--- config.mk ---
export PLATFORM = sky130hd
export DESIGN_NAME = mem_arbiter
export DESIGN_NICKNAME = d
export VERILOG_FILES = /design/src/rtl/mem_arbiter.sv
export SDC_FILE = /design/constraint.sdc
export NUM_CORES = 1
export LEC_CHECK = 0
export ABC_AREA = 1
export CORE_UTILIZATION = 44
export CTS_CLUSTER_DIAMETER = 100
export DETAILED_ROUTE_END_ITERATION = 8
export PLACE_DENSITY = 0.87
export SETUP_SLACK_MARGIN = 0.5
export SLEW_MARGIN = 15
export SYNTH_ARGS = -nofsm -noshare
export SYNTH_HDL_FRONTEND = slang
export SYNTH_SLANG_ARGS = --single-unit
--- constraint.sdc ---
create_clock -name Clock -period 1.6 [get_ports Clock]
set_input_delay 0.32 -clock Clock [delete_from_list [all_inputs] [get_ports Clock]]
set_output_delay 0.32 -clock Clock [all_outputs]
set_load 0.005 [all_outputs]
--- src/rtl/mem_arbiter.sv ---
// Two-port round-robin arbiter in front of one synchronous single-port RAM
// with a 1-cycle registered read.
//
// Port 0 is the processor load/store path; port 1 is a DMA/program-loader master.
// Requests are sampled only in IDLE. The winning request is captured onto the
// memory bus, and the winner gets a one-cycle gnt pulse. For a read, the winner
// also gets a one-cycle rvalid pulse two cycles after gnt.
//
// Ports:
//   Clock, Resetn          rising-edge clock, synchronous active-low reset
//   mN_req/we/addr/wdata   master N request (held until mN_gnt)
//   mN_gnt                 one-cycle pulse: request issued to memory
//   mN_rvalid, mN_rdata    one-cycle read-data valid pulse, per-port read data register
//   mem_addr/wdata/we      registered RAM bus
//   mem_rdata              RAM q, valid the cycle after the address is clocked in
//   busy                   high whenever the arbiter is not in IDLE
module mem_arbiter #(
  parameter int unsigned AW = 16,
  parameter int unsigned DW = 16
) (
  input  logic          Clock,
  input  logic          Resetn,
  input  logic          m0_req,
  input  logic          m0_we,
  input  logic [AW-1:0] m0_addr,
  input  logic [DW-1:0] m0_wdata,
  output logic          m0_gnt,
  output logic          m0_rvalid,
  output logic [DW-1:0] m0_rdata,
  input  logic          m1_req,
  input  logic          m1_we,
  input  logic [AW-1:0] m1_addr,
  input  logic [DW-1:0] m1_wdata,
  output logic          m1_gnt,
  output logic          m1_rvalid,
  output logic [DW-1:0] m1_rdata,
  output logic [AW-1:0] mem_addr,
  output logic [DW-1:0] mem_wdata,
  output logic          mem_we,
  input  logic [DW-1:0] mem_rdata,
  output logic          busy
);

  typedef enum logic [1:0] {StIdle, StIssue, StRwait, StRdone} state_e;

  state_e state_q, state_d;

  logic          prio_q, prio_d;   // port index that wins a tie
  logic          win_q, win_d;     // port served by the current transaction
  logic          we_q, we_d;
  logic [AW-1:0] mem_addr_q, mem_addr_d;
  logic [DW-1:0] mem_wdata_q, mem_wdata_d;
  logic [DW-1:0] m0_rdata_q, m0_rdata_d;
  logic [DW-1:0] m1_rdata_q, m1_rdata_d;

  logic any_req;
  logic pick;

  assign any_req = m0_req | m1_req;
  // On a tie the pointer decides; otherwise the only requester wins.
  assign pick    = (m0_req & m1_req) ? prio_q : m1_req;

  // State register.
  always_ff @(posedge Clock) begin
    if (!Resetn) begin
      state_q <= StIdle;
    end else begin
      state_q <= state_d;
    end
  end

  // Next-state logic.
  always_comb begin
    state_d = state_q;
    unique case (state_q)
      StIdle:  if (any_req) state_d = StIssue;
      StIssue: state_d = we_q ? StIdle : StRwait;
      StRwait: state_d = StRdone;
      StRdone: state_d = StIdle;
      default: state_d = StIdle;
    endcase
  end

  // Outputs.
  always_comb begin
    m0_gnt    = 1'b0;
    m1_gnt    = 1'b0;
    m0_rvalid = 1'b0;
    m1_rvalid = 1'b0;
    mem_we    = 1'b0;
    busy      = (state_q != StIdle);
    unique case (state_q)
      StIssue: begin
        m0_gnt = ~win_q;
        m1_gnt = win_q;
        mem_we = we_q;
      end
      StRdone: begin
        m0_rvalid = ~win_q;
        m1_rvalid = win_q;
      end
      default: ;
    endcase
  end

  assign mem_addr  = mem_addr_q;
  assign mem_wdata = mem_wdata_q;
  assign m0_rdata  = m0_rdata_q;
  assign m1_rdata  = m1_rdata_q;

  // Datapath next-state.
  always_comb begin
    prio_d      = prio_q;
    win_d       = win_q;
    we_d        = we_q;
    mem_addr_d  = mem_addr_q;
    mem_wdata_d = mem_wdata_q;
    m0_rdata_d  = m0_rdata_q;
    m1_rdata_d  = m1_rdata_q;
    unique case (state_q)
      StIdle: begin
        if (any_req) begin
          win_d       = pick;
          we_d        = pick ? m1_we    : m0_we;
          mem_addr_d  = pick ? m1_addr  : m0_addr;
          mem_wdata_d = pick ? m1_wdata : m0_wdata;
        end
      end
      StIssue: prio_d = ~win_q;
      StRwait: begin
        if (win_q) m1_rdata_d = mem_rdata;
        else       m0_rdata_d = mem_rdata;
      end
      default: ;
    endcase
  end

  // Datapath registers.
  always_ff @(posedge Clock) begin
    if (!Resetn) begin
      prio_q      <= 1'b0;
      win_q       <= 1'b0;
      we_q        <= 1'b0;
      mem_addr_q  <= '0;
      mem_wdata_q <= '0;
      m0_rdata_q  <= '0;
      m1_rdata_q  <= '0;
    end else begin
      prio_q      <= prio_d;
      win_q       <= win_d;
      we_q        <= we_d;
      mem_addr_q  <= mem_addr_d;
      mem_wdata_q <= mem_wdata_d;
      m0_rdata_q  <= m0_rdata_d;
      m1_rdata_q  <= m1_rdata_d;
    end
  end

endmodule
==> run_results.csv <==
group,metric,value,unit
run_status,outcome,"completed",
clock_tree,ctsHoldBuffers,0,
placed_design,place_area,4892,µm²
sta,period_share,0.9281,
synthesis,ys_ff_latch,69,
placed_design,hpwlAfterDp,6847,µm
power_and_ir_drop,power.leakage,2.569,nW
critical_path,cpMostUsedCell,"buf_6",
grt,grtUsageTotal,0.2613,
sta,setup-violations-final,0,
grt,grt.met2_usage,0.4574,
hold_path,hold_start,"Resetn",
synthesis,yosys_warnings,0,
hold_path,hold_depth,3,
critical_path,crit_path_start_kind,"flip-flop",
clock_tree,cts_sinks,69,
grt,grt_pass1_vias,3393,
sta,skew,0.006522,ns
sta,fmax,673.4,MHz
grt,grt_max_degree,35,
grt,grt-busiest-layer,"met2",
synthesis,syn_area_per_cell,6.974,µm²
sta,rsz0062_at_grt,"true",
detailed_routing,route.detailed.drc,0,
synthesis,syn_area,3194,µm²
critical_path,critPathTopFamily,"buffers and inverters",
detailed_routing,vias_per_cell,5.133,
critical_path,crit_type,"flip-flop to flip-flop",
sta,relSlewSlack,0.8240,
clock_tree,h-tree-depth,3,
synthesis,ys_seq_area_frac,0.4324,
synthesis,synth_cell_types,21,
detailed_routing,drt_iter0_markers,177,
critical_path,critPathBufInv,7,
critical_path,reg2regPathDepth,11,
critical_path,cp.arrival,1.71,ns
sta,min_period,1.485,ns
finish,area_growth,70.86,%
critical_path,max_stage_delay,0.33,ns
detailed_routing,wl,10670,µm
floorplan,ioPinCount,156,
floorplan,start_util,0.4625,
sta,slew_violations,0,
clock_tree,clock_path_buffers,2,
detailed_routing,num_vias,3783,
finish,num_antenna_cells,0,
grt,grt_overflow_total,0,
run,drv_cap,0,
critical_path,reg2reg_slack,0.12,ns
power_and_ir_drop,peakVddDrop,423.7,µV
clock_tree,clk_pin_slew_worst_paths,0.08,ns
finish,fill_cells,465,
finish,drive_gt1_frac,0.3822,
finish,area.sequential,1470,µm²
detailed_routing,first_pass_iters,4,
critical_path,reg2reg_to,"mem_wdata[6]",
floorplan,die_w,87.21,µm
clock_tree,cts_tree,"done",
finish,final_area,5458,µm²
finish,multi_input_area,1478,µm²
floorplan,row_count,30,
critical_path,path_depth,11,
grt,met1_usage,0.2981,
synthesis,yosys.area.top_type,"dfxtp_1",
hold_path,whs_endpoint,"m0_rdata[15]",
clock_tree,cts_root_buffer,"clkbuf_8",
detailed_routing,routedWlPerCell,14.48,µm
critical_path,cp.required,1.83,ns
critical_path,critPathMaxFanout,6,
power_and_ir_drop,p_total,4.679,mW
finish,nets,722,
grt,grt_pass1_wl,15550,µm
synthesis,synthTopCellsByArea,"dfxtp_1 (43%), nand3_1 (11%), a21oi_1 (10%)",
sta,setup-tns-final,0,ns
grt,use_met3,0.06351,
floorplan,die-area,7605,µm²
sta,worstMarginPinSlew,0.2640,ns
placed_design,globalplace.congestion,0.8066,
detailed_routing,final_antenna_net_count,0,
floorplan,die_h,87.21,µm
placed_design,io_buffers,155,
synthesis,syn-num-nets,544,
sta,final_hold_viol_count,0,
critical_path,path_cells,"inv_2 > buf_6 > buf_6 > nand2_4 > buf_6 > nor2_4 > buf_12 > buf_8 > nand3_2 > nand2_2 > inv_1",
hold_path,hp-class,"input port to flip-flop",
floorplan,core,6907,µm²
synthesis,synth_top_area_frac,0.4324,
synthesis,synthCells,458,
power_and_ir_drop,power.density,857.3,nW/µm²
clock_tree,cts_made_buffers,9,
grt,grt_antenna_before_repair,0,
critical_path,crit_path_end_kind,"flip-flop",
critical_path,slowest_stage,"dfxtp_2",
clock_tree,clk_latency,0.33,ns
==> cells in the mapped netlist <==
| master | number |
|---|---|
| o21ai_1 | 1 |
| buf_6 | 6 |
| nand2_1 | 86 |
| nand4_1 | 16 |
| buf_2 | 14 |
| nor2_4 | 1 |
| inv_1 | 84 |
| inv_2 | 5 |
| a211oi_1 | 2 |
| nor2_1 | 4 |
| clkbuf_1 | 3 |
| nand3_2 | 2 |
| nand2_2 | 4 |
| nor3_1 | 2 |
| dfxtp_1 | 69 |
| nor2_2 | 1 |
| o21ai_0 | 15 |
| buf_4 | 5 |
| nand3_1 | 68 |
| buf_1 | 3 |
| a21oi_1 | 67 |
==> worst register-to-register path, stage by stage (launching register included) <==
cell     delay [ns]
dfxtp_2        0.33
inv_2          0.07
buf_6          0.11
buf_6          0.10
nand2_4        0.05
buf_6          0.12
nor2_4         0.12
buf_12         0.14
buf_8          0.13
nand3_2        0.10
nand2_2        0.07
inv_1          0.04
==> area by class of cell <==
type | instances | area share
timing repair buffer | 197 | 0.3409
sequential | 69 | 0.2694
clock buffer | 11 | 0.02774
clock inverter | 5 | 0.006190
multi-input combinational | 270 | 0.2707
inverter | 89 | 0.06304
tap | 96 | 0.02201
==> stage by stage <==
stage          instances  hold slack (ns)  worst slack, ns  utilization
2_1_floorplan        458           0.4348           0.4645            -
3_3_place_gp         695           0.4311       -0.0009317       0.7083
3_5_place_dp         695           0.4371         -0.06799       0.7083
4_1_cts              726           0.4430           0.1860       0.7335
5_1_grt              737           0.4100          0.06963       0.7902
6_report             737           0.3873           0.1150       0.7902
==> logic make-up (layout without fill, tap and decap cells) <==
family / Yosys count / count (layout) / share of synthesized area
AO/OA/AOI/OAI: 85 / 85 / 0.1347
AND/OR/NAND/NOR: 184 / 185 / 0.2664
flip-flops: 69 / 69 / 0.4324
buffers and inverters: 120 / 302 / 0.1665
==> cell usage in the layout, fill, tap and decap left out, types with 3 or more instances in the layout <==
cell and instances:
clkdlybuf4s50_1 84, nand3_2 25, buf_6 37, buf_12 7, dfxtp_2 65, nand3_1 44, nand4_1 16, buf_4 24
inv_2 3, inv_1 83, a21oi_1 67, clkbuf_8 11, o21ai_0 15, buf_2 41, nor2_2 3, nand2_2 8
nand2_1 81
==> power by group <==
part	switching [mW]	internal, mW
sequential	0.0939	1.89
clock	0.670	0.648
combinational	0.649	0.732
==> per-layer routing <==
layer / vias to the layer above / share of wire / wire length, µm
met2: 209 / 0.51 / 5427
li1: 1819 / - / -
met5: - / 0 / 0
met3: 26 / 0.083 / 885
met1: 1729 / 0.38 / 4056
met4: 0 / 0.028 / 301
==> registers in the layout, indices dropped and copies added, names as in the netlist, named ones only <==
| register | count |
|---|---|
| prio_q | 1 |
| m1_rdata | 16 |
| mem_wdata | 16 |
| state_q | 1 |
| m0_rdata | 16 |
| win_q | 1 |
| we_q | 1 |
| mem_addr | 16 |
==> worst max path at each step <==
stage	start	end	slack [ns]
floorplan	state_q[0]	m0_rvalid	0.46
global placement	m1_req	mem_wdata[0]	-0.0009
detailed placement	m1_req	mem_wdata[0]	-0.07
CTS	flip-flop	busy	0.19
global route	flip-flop	mem_wdata[6]	0.07
finish	flip-flop	mem_wdata[6]	0.12
==> timing repair <==
item                                    4_1_cts  5_1_grt
gates resized for setup                     372       55
pin swaps                                     3       25
cloned                                        1        4
endpoints found under the setup margin      137      137
setup buffers                                14        7
No activity file was read; power rests on OpenSTA's default activity.
